$ cat src/rtl/uart_pkg.sv
// rtl/uart_pkg.sv - shared types and defaults for the UART blocks
package uart_pkg;

   typedef enum logic [2:0] {
      RX_IDLE,
      RX_START,
      RX_DATA,
      RX_STOP,
      RX_BRK_WAIT
   } uart_rx_state_t;

   localparam int UART_OVERSAMPLE_DEFAULT = 16;
   localparam int UART_DATA_BITS_DEFAULT  = 8;

endpackage

$ cat src/rtl/uart_rx_if.sv
// rtl/uart_rx_if.sv - received-byte handshake between uart_rx and its consumer
interface uart_rx_if;
   import uart_pkg::*;

   logic [7:0] rx_data;
   logic       rx_valid;
   logic       rx_ready;
   logic       frame_err;
   logic       overrun_err;

   modport master (
      output rx_data, rx_valid, frame_err, overrun_err,
      input  rx_ready
   );

   modport slave (
      input  rx_data, rx_valid, frame_err, overrun_err,
      output rx_ready
   );

endinterface

$ cat src/rtl/uart_baud_gen.sv
// rtl/uart_baud_gen.sv - free-running oversample tick generator, a divisor of 0 acts as 1
module uart_baud_gen
   import uart_pkg::*;
#(
   parameter int BAUD_DIV_WIDTH = 16
) (
   input  logic                      clk,
   input  logic                      rstn,
   input  logic [BAUD_DIV_WIDTH-1:0] i_baud_div,
   output logic                      o_tick
);

   logic [BAUD_DIV_WIDTH-1:0] r_cnt;
   logic [BAUD_DIV_WIDTH-1:0] w_last;

   assign w_last = (i_baud_div == '0) ? '0 : i_baud_div - BAUD_DIV_WIDTH'(1);
   // >= so a divisor lowered on the fly wraps at once instead of running to overflow
   assign o_tick = (r_cnt >= w_last);

   always_ff @(posedge clk or negedge rstn) begin
      if (!rstn) begin
         r_cnt <= '0;
      end else if (o_tick) begin
         r_cnt <= '0;
      end else begin
         r_cnt <= r_cnt + BAUD_DIV_WIDTH'(1);
      end
   end

endmodule

$ cat src/rtl/uart_rx.sv
// rtl/uart_rx.sv - 8N1 UART receiver: rxd synchroniser, 16x oversampling FSM, single-entry byte holder
module uart_rx
   import uart_pkg::*;
#(
   parameter int DATA_BITS      = UART_DATA_BITS_DEFAULT,
   parameter int OVERSAMPLE     = UART_OVERSAMPLE_DEFAULT,
   parameter int BAUD_DIV_WIDTH = 16
) (
   input  logic                      clk,
   input  logic                      rstn,
   input  logic [BAUD_DIV_WIDTH-1:0] i_baud_div,
   input  logic                      i_rx_enable,
   input  logic                      i_rxd,
   uart_rx_if.master                 rx
);

   localparam int             TW       = $clog2(OVERSAMPLE);
   localparam logic [TW-1:0]  MID_TICK = TW'(OVERSAMPLE / 2 - 1);
   localparam logic [TW-1:0]  BIT_TICK = TW'(OVERSAMPLE - 1);
   localparam logic [3:0]     LAST_BIT = 4'(DATA_BITS - 1);

   logic                 r_rxd_meta;
   logic                 r_rxd_s;
   logic                 w_tick;
   uart_rx_state_t       r_state;
   logic [TW-1:0]        r_tick_cnt;
   logic [3:0]           r_bit_cnt;
   logic [DATA_BITS-1:0] r_shift;
   logic                 r_deliver;
   logic                 r_stop_bit;
   logic [7:0]           r_data;
   logic                 r_valid;
   logic                 r_ferr;
   logic                 r_ovr;
   logic                 w_pop;

   // Synchroniser resets to the idle level so reset release cannot look like a start bit
   always_ff @(posedge clk or negedge rstn) begin
      if (!rstn) begin
         r_rxd_meta <= 1'b1;
         r_rxd_s    <= 1'b1;
      end else begin
         r_rxd_meta <= i_rxd;
         r_rxd_s    <= r_rxd_meta;
      end
   end

   uart_baud_gen #(.BAUD_DIV_WIDTH(BAUD_DIV_WIDTH)) u_baud_gen (
      .clk        (clk),
      .rstn       (rstn),
      .i_baud_div (i_baud_div),
      .o_tick     (w_tick)
   );

   // Once the start bit is centred every later sample is a whole bit period further on
   always_ff @(posedge clk or negedge rstn) begin
      if (!rstn) begin
         r_state    <= RX_IDLE;
         r_tick_cnt <= '0;
         r_bit_cnt  <= '0;
         r_shift    <= '0;
         r_deliver  <= 1'b0;
         r_stop_bit <= 1'b0;
      end else begin
         r_deliver <= 1'b0;
         if (!i_rx_enable) begin
            r_state <= RX_IDLE;
         end else begin
            case (r_state)
               RX_IDLE: begin
                  if (!r_rxd_s) begin
                     r_state    <= RX_START;
                     r_tick_cnt <= '0;
                     r_bit_cnt  <= '0;
                  end
               end
               RX_START: begin
                  if (w_tick) begin
                     if (r_tick_cnt == MID_TICK) begin
                        r_tick_cnt <= '0;
                        r_state    <= r_rxd_s ? RX_IDLE : RX_DATA;
                     end else begin
                        r_tick_cnt <= r_tick_cnt + TW'(1);
                     end
                  end
               end
               RX_DATA: begin
                  if (w_tick) begin
                     if (r_tick_cnt == BIT_TICK) begin
                        r_tick_cnt <= '0;
                        r_shift    <= {r_rxd_s, r_shift[DATA_BITS-1:1]};
                        r_bit_cnt  <= r_bit_cnt + 4'd1;
                        if (r_bit_cnt == LAST_BIT) begin
                           r_state <= RX_STOP;
                        end
                     end else begin
                        r_tick_cnt <= r_tick_cnt + TW'(1);
                     end
                  end
               end
               RX_STOP: begin
                  if (w_tick) begin
                     if (r_tick_cnt == BIT_TICK) begin
                        r_tick_cnt <= '0;
                        r_deliver  <= 1'b1;
                        r_stop_bit <= r_rxd_s;
                        r_state    <= r_rxd_s ? RX_IDLE : RX_BRK_WAIT;
                     end else begin
                        r_tick_cnt <= r_tick_cnt + TW'(1);
                     end
                  end
               end
               RX_BRK_WAIT: begin
                  if (r_rxd_s) begin
                     r_state <= RX_IDLE;
                  end
               end
               default: r_state <= RX_IDLE;
            endcase
         end
      end
   end

   assign w_pop = r_valid && rx.rx_ready;

   // A pop in the delivery cycle frees the slot, so the new byte is taken without overrun
   always_ff @(posedge clk or negedge rstn) begin
      if (!rstn) begin
         r_data  <= '0;
         r_valid <= 1'b0;
         r_ferr  <= 1'b0;
         r_ovr   <= 1'b0;
      end else begin
         r_ovr <= 1'b0;
         if (r_deliver) begin
            if (!r_valid || w_pop) begin
               r_data  <= 8'(r_shift);
               r_ferr  <= ~r_stop_bit;
               r_valid <= 1'b1;
            end else begin
               r_ovr <= 1'b1;
            end
         end else if (w_pop) begin
            r_valid <= 1'b0;
         end
      end
   end

   assign rx.rx_data     = r_data;
   assign rx.rx_valid    = r_valid;
   assign rx.frame_err   = r_ferr;
   assign rx.overrun_err = r_ovr;

endmodule

$ cat src/flat_wrapper.sv
// flat-port wrapper written by rule: the top's interface ports become plain ports
module uart_rx_flat import uart_pkg::*;
#(
   parameter int DATA_BITS      = UART_DATA_BITS_DEFAULT,
   parameter int OVERSAMPLE     = UART_OVERSAMPLE_DEFAULT,
   parameter int BAUD_DIV_WIDTH = 16
)
  (clk, rstn, i_baud_div, i_rx_enable, i_rxd, rx_rx_data, rx_rx_valid, rx_frame_err, rx_overrun_err, rx_rx_ready);
  uart_rx_if rx_i ();
  input  logic clk;
  input  logic rstn;
  input  logic [BAUD_DIV_WIDTH-1:0] i_baud_div;
  input  logic i_rx_enable;
  input  logic i_rxd;
  output wire logic [$bits(rx_i.rx_data)-1:0] rx_rx_data;
  output wire logic [$bits(rx_i.rx_valid)-1:0] rx_rx_valid;
  output wire logic [$bits(rx_i.frame_err)-1:0] rx_frame_err;
  output wire logic [$bits(rx_i.overrun_err)-1:0] rx_overrun_err;
  input wire logic [$bits(rx_i.rx_ready)-1:0] rx_rx_ready;
  assign rx_rx_data = rx_i.rx_data;
  assign rx_rx_valid = rx_i.rx_valid;
  assign rx_frame_err = rx_i.frame_err;
  assign rx_overrun_err = rx_i.overrun_err;
  assign rx_i.rx_ready = rx_rx_ready;
  uart_rx #(.DATA_BITS(DATA_BITS), .OVERSAMPLE(OVERSAMPLE), .BAUD_DIV_WIDTH(BAUD_DIV_WIDTH)) u_core (.clk(clk), .rstn(rstn), .i_baud_div(i_baud_div), .i_rx_enable(i_rx_enable), .i_rxd(i_rxd), .rx(rx_i));
endmodule
$ cat config.mk
export PLATFORM = sky130hd
export DESIGN_NAME = uart_rx_flat
export DESIGN_NICKNAME = d
export VERILOG_FILES = /design/src/rtl/uart_pkg.sv /design/src/rtl/uart_rx_if.sv /design/src/rtl/uart_baud_gen.sv /design/src/rtl/uart_rx.sv /design/src/flat_wrapper.sv
export SDC_FILE = /design/constraint.sdc
export NUM_CORES = 1
export LEC_CHECK = 0
export ABC_AREA = 1
export BUFFER_PORTS_ARGS = -buffer_cell sky130_fd_sc_hd__buf_4
export CORE_AREA = 3 3 66 99
export CTS_BUF_LIST = sky130_fd_sc_hd__clkbuf_16
export CTS_CLUSTER_DIAMETER = 200
export CTS_CLUSTER_SIZE = 28
export DETAILED_ROUTE_END_ITERATION = 10
export DIE_AREA = 0 0 69 102
export MAX_ROUTING_LAYER = met4
export PLACE_DENSITY = 0.73
export SLEW_MARGIN = 20
export SYNTH_ARGS = -nofsm -noshare
export SYNTH_HDL_FRONTEND = slang
export SYNTH_SLANG_ARGS = --single-unit
$ cat constraint.sdc
create_clock -name clk -period 2.3 [get_ports clk]
set_input_delay 0.575 -clock clk [delete_from_list [all_inputs] [get_ports clk]]
set_output_delay 0.575 -clock clk [all_outputs]
set_load 0.01 [all_outputs]
==> run summary, run 1 <==
CLOCKING
--------------------------------------------------------------------------------------
Number of buffers created by CTS                                                     5
Root buf cell                                                             sky130_fd_sc_hd__clkbuf_16
Clock insertion delay at the later pin of the skew report                      0.29 ns
Clk pin slew, worst setup/hold paths                                           0.07 ns
Clock Sinks                                                                         50
H-Tree Level Count                                                                   2
Clock Path Buffers                                                                   2
CTS tree                                                                          done

ROUTE
--------------------------------------------------------------------------------------
Length of the first detailed-routing pass in iterations                              4
Detail Route Antenna Nets                                                            0
Via count                                                                         2871
Total Wirelength                                                               7260 um
Mean routed wirelength per cell                                                13.2 um
Mean number of vias per cell                                                      5.23
1st-iter DRT viols                                                                  67
Number of remaining DRC errors                                                       0

TIMING
--------------------------------------------------------------------------------------
Max Clk Rate                                                                 0.374 GHz
Period minus WS final                                                          2.68 ns
Total setup violations reported at the end of the flow                              37
Worst setup skew after layout                                               0.00615 ns
Worst hold-check slack                                                        0.299 ns
Worst-margin pin slew                                                         0.615 ns
Hold violation total from the final report                                           0
Worst-case headroom to the max-slew limit                                        59.0%
Number of pins with negative max-slew slack in the final report                      0
RSZ-0062 raised after global routing                                              true
Final critical-path share of the clock period                                     116%
Setup slack after layout                                                     -0.376 ns

FINISH
--------------------------------------------------------------------------------------
Total of fill cells in the finished design                                         457
Total Nets Final                                                                   518
Fin area                                                                     4230 um^2
Synthesis-to-layout area growth                                                  34.9%
Sequential cell area                                                         1250 um^2
Multi-input gate area in the final layout                                    1940 um^2
Antenna diode count                                                                  0
Ratio of cells with drive above 1 in the final layout                            35.4%

POWER AND IR DROP
--------------------------------------------------------------------------------------
Net switching power of the design                                              1.01 mW
Power Density                                                              678 nW/um^2
Leakage power summed over all cells                                            2.17 nW
Switching fraction of total power                                                35.0%
Int Power                                                                      1.86 mW
Reg power frac                                                                   38.8%
Overall power                                                                  2.87 mW
Clk network pwr share                                                            28.8%
Worst voltage drop across the vdd grid                                        0.661 mV
Combinational Power Share                                                        32.4%

SETUP PATH
--------------------------------------------------------------------------------------
Data arrival time of the critical path                                         2.85 ns
Kind of end point of the critical path                                            flop
Worst reg2reg endpoint                                                    u_core.r_shift[2]
Worst setup path class                                                       in -> reg
Kind of launch point of the worst setup path                                input port
Crit-path max FO                                                                     8
Data required, critical path                                                   2.48 ns
RR Startpoint                                                             u_core.u_baud_gen.r_cnt[7]
Timing startpoint of the critical path                                    i_baud_div[4]
Setup slack of the worst register-to-register path                             0.39 ns
Reg2reg path depth                                                                  14

SYNTHESIS
--------------------------------------------------------------------------------------
Instance count of the mapped netlist                                               401
Post-Syn Nets                                                                      443
Post-synth EDFFs                                                                     0
Cell accounting for the most synthesized area                             sky130_fd_sc_hd__dfrtp_1
Synth Area per Inst                                                          7.83 um^2
Primary FF master, synth                                                  sky130_fd_sc_hd__dfrtp_1
Total of warnings raised by yosys                                                    0
Area share of the largest cell type after synthesis                              38.3%
Number of flip-flops and latches in the synthesized netlist                         50
Synth cell types                                                                    36
Post-synthesis instance area                                                 3140 um^2
Sequential share of the synthesized area                                         40.0%
Async S/R FF share, synth                                                         100%
Cell types occupying the most area after synthesis                        sky130_fd_sc_hd__dfrtp_1, sky130_fd_sc_hd__nand2_1, sky130_fd_sc_hd__ha_1

FLOW RUN
--------------------------------------------------------------------------------------
Max-cap viol count                                                                   0

DIE
--------------------------------------------------------------------------------------
Core Area                                                                    5790 um^2
Standard-cell rows                                                                  34
I/O pins                                                                            32
Die Footprint                                                                7040 um^2
Starting density of the core                                                     54.2%
Chip height                                                                     102 um
Floorplan die width                                                              69 um

GLOBAL ROUTE
--------------------------------------------------------------------------------------
Pin count of the biggest net entering global routing                                51
Most congested layer reported by global routing                                   met2
Grt met2 use                                                                     42.1%
Number of global-route vias before repair                                         2878
Antenna violations before repair                                                     0
Wire length of the first global-routing pass                                  12200 um
GRT Residual Overflow                                                                0
Met1 GRT Util                                                                    22.6%
Gr usage total                                                                   21.9%
Met3 Track Usage GR                                                              2.46%

PLACED DESIGN
--------------------------------------------------------------------------------------
Cell area reported after detailed placement                                  3790 um^2
Weighted congestion reported at the end of routability-driven placement          0.897
Detailed-placement wirelength estimate                                         5400 um
Pre-CTS setup slack                                                          -0.741 ns
Buffers on Ports                                                                    31

STATUS
--------------------------------------------------------------------------------------
Status                                                                    finished, violations left
Violations in the final reports                                           negative setup slack

WORST HOLD PATH
--------------------------------------------------------------------------------------
Min-delay worst type                                                       in -> async

==> synth_stat cells, types with 3 or more instances <==
cell type,number
sky130_fd_sc_hd__mux2_2,8
sky130_fd_sc_hd__xor2_1,7
sky130_fd_sc_hd__nand3_1,29
sky130_fd_sc_hd__inv_1,43
sky130_fd_sc_hd__nor2_4,3
sky130_fd_sc_hd__dfrtp_1,48
sky130_fd_sc_hd__inv_2,5
sky130_fd_sc_hd__nor3_1,7
sky130_fd_sc_hd__o21ai_0,12
sky130_fd_sc_hd__nand2_1,100
sky130_fd_sc_hd__nand4_1,7
sky130_fd_sc_hd__a21oi_1,19
sky130_fd_sc_hd__nand3b_1,4
sky130_fd_sc_hd__nand2_2,3
sky130_fd_sc_hd__o21ai_1,7
sky130_fd_sc_hd__nor2_1,44
sky130_fd_sc_hd__nand2_4,3
sky130_fd_sc_hd__nor2_2,5
sky130_fd_sc_hd__ha_1,21
sky130_fd_sc_hd__nand3_2,3
sky130_fd_sc_hd__or2_2,5
==> worst max path at each step <==
| stage | to | slack, ns | depth (start not counted) |
|---|---|---|---|
| after floorplan | u_core.r_shift[7] | -0.32 | 22 |
| after global placement | u_core.r_shift[7] | -0.72 | 19 |
| after detailed placement | u_core.r_shift[7] | -0.74 | 19 |
| after CTS | u_core.r_shift[7] | -0.36 | 19 |
| after global routing | u_core.r_shift[5] | -0.52 | 19 |
| final | u_core.r_shift[2] | -0.38 | 19 |
==> cells by family (layout without fill, tap and decap cells) <==
group | count (synthesis) | count (layout) | synth area share, %
AO/OA/AOI/OAI | 43 | 43 | 7.30
buffers and inverters | 50 | 126 | 6.10
flip-flops | 50 | 50 | 40.0
XOR/XNOR | 8 | 8 | 2.23
adder cells (fa/ha/maj) | 21 | 21 | 8.37
AND/OR/NAND/NOR | 221 | 221 | 33.2
multiplexers | 8 | 8 | 2.87
==> placed cells by master, fill, tap and decap left out, drive strengths merged <==
master | netlist | layout
clkbuf | 0 | 5
a21oi | 19 | 19
or2 | 6 | 6
dfrtp | 48 | 48
o21ai | 19 | 19
nand2 | 106 | 106
o21a | 2 | 2
nor3b | 1 | 1
inv | 49 | 50
ha | 21 | 21
nor3 | 9 | 9
nand3b | 4 | 4
o211ai | 1 | 1
nand3 | 32 | 32
xnor2 | 1 | 1
buf | 1 | 69
nand4 | 7 | 7
or3b | 1 | 1
nor4 | 2 | 2
nor2 | 52 | 52
bufinv | 0 | 1
o41ai | 1 | 1
dfstp | 2 | 2
xor2 | 7 | 7
clkinv | 0 | 1
and3 | 1 | 1
mux2 | 8 | 8
o21bai | 1 | 1
==> timing repair <==
action                     CTS  global route
buffers inserted             3             1
hold endpoints to repair     0             0
hold buffers                 0             0
resized for setup           20            43
pin swaps                   10            19
setup endpoints to repair   37            37
==> cell type report <==
class                           count  share of cell area, %
Multi-Input combinational cell    301                   45.9
Sequential cell                    50                   29.6
Timing Repair Buffer               69                   13.4
Inverter                           49                   4.94
Clock buffer                        5                   2.96
Tap cell                           72                   2.13
Clock inverter                      3                   1.01
==> state kept, by name, indices dropped and copies added (netlist names) <==
register,flops
u_core.u_baud_gen.r_cnt,16
u_core.r_shift,8
u_core.rx.rx_data,8
u_core.r_bit_cnt,4
u_core.r_tick_cnt,4
u_core.r_state,3
u_core.r_deliver,1
u_core.r_rxd_meta,1
u_core.r_rxd_s,1
u_core.r_stop_bit,1
u_core.rx.frame_err,1
u_core.rx.overrun_err,1
u_core.rx.rx_valid,1
==> power by group through the flow <==
stage,clock [mW],combinational (mW),sequential (mW)
after floorplan,0,0.549,1.09
after global placement,0,0.725,1.11
after detailed placement,0,0.748,1.12
after CTS,0.848,0.810,1.10
after global routing,0.877,1.06,1.13
final,0.825,0.930,1.11
==> worst max-delay path: stages <==
cell and delay [ns]:
sky130_fd_sc_hd__buf_6 0.10, sky130_fd_sc_hd__or2_1 0.24, sky130_fd_sc_hd__nor2_2 0.14, sky130_fd_sc_hd__nand4_1 0.15, sky130_fd_sc_hd__inv_2 0.11, sky130_fd_sc_hd__a21oi_1 0.06
sky130_fd_sc_hd__nand3b_1 0.16, sky130_fd_sc_hd__ha_1 0.31, sky130_fd_sc_hd__nand2_1 0.08, sky130_fd_sc_hd__inv_1 0.04, sky130_fd_sc_hd__o21ai_1 0.11, sky130_fd_sc_hd__nand2_1 0.10
sky130_fd_sc_hd__nor2_4 0.20, sky130_fd_sc_hd__nand2_4 0.09, sky130_fd_sc_hd__nand2_4 0.11, sky130_fd_sc_hd__inv_6 0.05, sky130_fd_sc_hd__buf_12 0.12, sky130_fd_sc_hd__nand3_1 0.06
sky130_fd_sc_hd__nand2_1 0.06
==> metrics by stage <==
stage	instances	TNS, ns	utilization (%)
after global routing	549	-16.94	73.2
after global placement	537	-23.19	65.5
final	549	-11.65	73.2
after floorplan	401	-7.63	-
after detailed placement	537	-24.32	65.5
after CTS	548	-11.11	70.2
==> layer usage <==
layer  wire length [um]  part of all wire [%]
met2               4150                    57
met3                165                   2.3
met1               2730                    38
met4                215                   3.0
met5                  0                     0
(Power assumes the default switching activity.)
==> run 2: changes to the inputs <==
--- a/config.mk
+++ b/config.mk
@@ -6,15 +6,15 @@
 export NUM_CORES = 1
 export LEC_CHECK = 0
 export ABC_AREA = 1
+export ABC_CLOCK_PERIOD_IN_PS = 3100
 export BUFFER_PORTS_ARGS = -buffer_cell sky130_fd_sc_hd__buf_4
-export CORE_AREA = 3 3 66 99
+export CORE_AREA = 3 3 77 115
 export CTS_BUF_LIST = sky130_fd_sc_hd__clkbuf_16
 export CTS_CLUSTER_DIAMETER = 200
 export CTS_CLUSTER_SIZE = 28
 export DETAILED_ROUTE_END_ITERATION = 10
-export DIE_AREA = 0 0 69 102
+export DIE_AREA = 0 0 80 118
 export MAX_ROUTING_LAYER = met4
-export PLACE_DENSITY = 0.73
 export SLEW_MARGIN = 20
 export SYNTH_ARGS = -nofsm -noshare
 export SYNTH_HDL_FRONTEND = slang
==> constraint.sdc (replaced) <==
create_clock -name clk -period 3.1 [get_ports clk]
set_input_delay 0.775 -clock clk [delete_from_list [all_inputs] [get_ports clk]]
set_output_delay 0.775 -clock clk [all_outputs]
set_load 0.01 [all_outputs]
==> run summary, run 2 (synthesis results as in run 1) <==
STATUS
--------------------------------------------------------------------------------------
Status                                                                    complete, no violations

POWER AND IR DROP
--------------------------------------------------------------------------------------
Worst voltage drop across the vdd grid                                        0.422 mV
Leakage power summed over all cells                                            2.13 nW
Reg power frac                                                                   42.9%
Overall power                                                                  1.92 mW
Int Power                                                                      1.25 mW
Power Density                                                              476 nW/um^2
Clk network pwr share                                                            27.9%
Combinational Power Share                                                        29.2%
Switching fraction of total power                                                34.9%
Net switching power of the design                                             0.668 mW

DIE
--------------------------------------------------------------------------------------
Die Footprint                                                                9440 um^2
Core Area                                                                    8010 um^2
Floorplan die width                                                              80 um
Starting density of the core                                                     39.2%
I/O pins                                                                            32
Standard-cell rows                                                                  40
Chip height                                                                     118 um

TIMING
--------------------------------------------------------------------------------------
Setup TNS after final layout                                                      0 ns
Hold violation total from the final report                                           0
Worst hold-check slack                                                        0.363 ns
Worst-margin pin slew                                                         0.617 ns
Max Clk Rate                                                                 0.344 GHz
Total setup violations reported at the end of the flow                               0
Worst setup skew after layout                                               0.00547 ns
Worst-case headroom to the max-slew limit                                        58.8%
Period minus WS final                                                          2.91 ns
Number of pins with negative max-slew slack in the final report                      0
Final critical-path share of the clock period                                    93.7%
Setup slack after layout                                                      0.194 ns

ROUTE
--------------------------------------------------------------------------------------
Total Wirelength                                                               6830 um
Mean routed wirelength per cell                                                11.8 um
1st-iter DRT viols                                                                  62
Mean number of vias per cell                                                      4.79
Via count                                                                         2782
Number of remaining DRC errors                                                       0
Length of the first detailed-routing pass in iterations                              4
Detail Route Antenna Nets                                                            0

SETUP PATH
--------------------------------------------------------------------------------------
Reg2reg path depth                                                                  14
Setup slack of the worst register-to-register path                             1.12 ns
Kind of launch point of the worst setup path                                input port
RR Startpoint                                                             u_core.u_baud_gen.r_cnt[7]
Data required, critical path                                                   3.28 ns
Crit-path max FO                                                                     6
Data arrival time of the critical path                                         3.09 ns
Worst reg2reg endpoint                                                    u_core.r_shift[3]
Worst setup path class                                                       in -> reg
Kind of end point of the critical path                                            flop
Timing startpoint of the critical path                                    i_baud_div[0]

GLOBAL ROUTE
--------------------------------------------------------------------------------------
Gr usage total                                                                   15.6%
Pin count of the biggest net entering global routing                                51
Antenna violations before repair                                                     0
Wire length of the first global-routing pass                                  11700 um
Number of global-route vias before repair                                         2738
GRT Residual Overflow                                                                0

FINISH
--------------------------------------------------------------------------------------
Final core occ                                                                   50.3%
Most common cell after layout, fill and taps aside                        sky130_fd_sc_hd__nand2_1
Top library cells by usage in the layout, fill and taps aside             sky130_fd_sc_hd__nand2_1, sky130_fd_sc_hd__buf_4, sky130_fd_sc_hd__dfrtp_1
Synthesis-to-layout area growth                                                  28.3%
Ratio of cells with drive above 1 in the final layout                            29.2%
Fin area                                                                     4030 um^2
Antenna diode count                                                                  0
Fin cells                                                                          581
Total Nets Final                                                                   517
Largest register by flop count                                            u_core.u_baud_gen.r_cnt
Flip-flop count of the largest register after layout                                16

WORST HOLD PATH
--------------------------------------------------------------------------------------
Hold wc startpoint                                                        u_core.r_rxd_meta
Capture endpoint of the worst hold path                                   u_core.r_rxd_s
Hold Path Cell Cnt                                                                   0
Min-delay worst type                                                        reg -> reg

PLACED DESIGN
--------------------------------------------------------------------------------------
Detailed-placement wirelength estimate                                         5210 um
Placed cells                                                                       568
Buffers on Ports                                                                    31
Cell area reported after detailed placement                                  3740 um^2
Weighted congestion reported at the end of routability-driven placement          0.843
Pre-CTS setup slack                                                          -0.224 ns

CLOCKING
--------------------------------------------------------------------------------------
Root buf cell                                                             sky130_fd_sc_hd__clkbuf_16
Clk pin slew, worst setup/hold paths                                           0.06 ns
Clock Sinks                                                                         50
Number of buffers created by CTS                                                     5
Clock Path Buffers                                                                   2
CTS tree                                                                          done
H-Tree Level Count                                                                   2
Clock insertion delay at the later pin of the skew report                      0.29 ns

FLOW RUN
--------------------------------------------------------------------------------------
Max-cap viol count                                                                   0

[run 2: cell count changes in the layout (fill, tap and decap cells not counted), sizes merged]
cell / delta
bufinv: -1
buf: -1
clkinv: +1
clkinvlp: +2
inv: -2
[run 2: final cells by class]
type | instances | area [um^2]
clock buffers | 5 | 125
clock inverters | 3 | 21.3
fillers | 823 | 3980
inverters | 49 | 195
multi-input cells | 301 | 1790
flip-flops and latches | 50 | 1250
well taps | 105 | 131
repair buffers | 68 | 510
[run 2: worst max-delay path by stage]
stage / endpoint / slack, ns
after floorplan: u_core.r_tick_cnt[3] / 0.12
after global placement: u_core.r_tick_cnt[3] / -0.20
after detailed placement: u_core.r_tick_cnt[3] / -0.22
after CTS: u_core.r_tick_cnt[3] / 0.08
after global routing: u_core.r_shift[6] / -0.03
final: u_core.r_shift[3] / 0.19
[run 2: critical path: stages]
cell and delay, ns:
sky130_fd_sc_hd__buf_4 0.09, sky130_fd_sc_hd__inv_2 0.04, sky130_fd_sc_hd__ha_2 0.18, sky130_fd_sc_hd__nand2_2 0.08, sky130_fd_sc_hd__inv_2 0.04, sky130_fd_sc_hd__nand2_2 0.06
sky130_fd_sc_hd__inv_2 0.04, sky130_fd_sc_hd__buf_4 0.13, sky130_fd_sc_hd__or2_2 0.26, sky130_fd_sc_hd__nand3_1 0.09, sky130_fd_sc_hd__ha_1 0.23, sky130_fd_sc_hd__nand2_1 0.06
sky130_fd_sc_hd__inv_1 0.05, sky130_fd_sc_hd__nand2_1 0.07, sky130_fd_sc_hd__nand2_1 0.05, sky130_fd_sc_hd__nor2_1 0.10, sky130_fd_sc_hd__nand2_1 0.10, sky130_fd_sc_hd__nand2_2 0.12
sky130_fd_sc_hd__nand2_4 0.08, sky130_fd_sc_hd__nand2_4 0.11, sky130_fd_sc_hd__inv_8 0.05, sky130_fd_sc_hd__buf_4 0.15, sky130_fd_sc_hd__nand3_1 0.07, sky130_fd_sc_hd__nand2_1 0.06
[run 2: power groups by stage]
stage          logic (mW)  clock network (mW)  registers, mW
3_3_place_gp        0.525                   0          0.828
5_1_grt             0.655               0.587          0.839
2_1_floorplan       0.393                   0          0.805
3_5_place_dp        0.542                   0          0.833
4_1_cts             0.545               0.559          0.822
6_report            0.559               0.534          0.822
[run 2: per-layer routing]
metal  track usage, %  wire length, um
met4             5.71              145
met3             1.91              238
met1             17.3             2840
met5                -                0
met2             27.9             3600
[run 2: timing repair]
| item | CTS | global route |
|---|---|---|
| setup endpoints to repair | 0 | 36 |
| resized for setup | 0 | 30 |
| hold buffers | 0 | 0 |
| setup buffers | 0 | 5 |
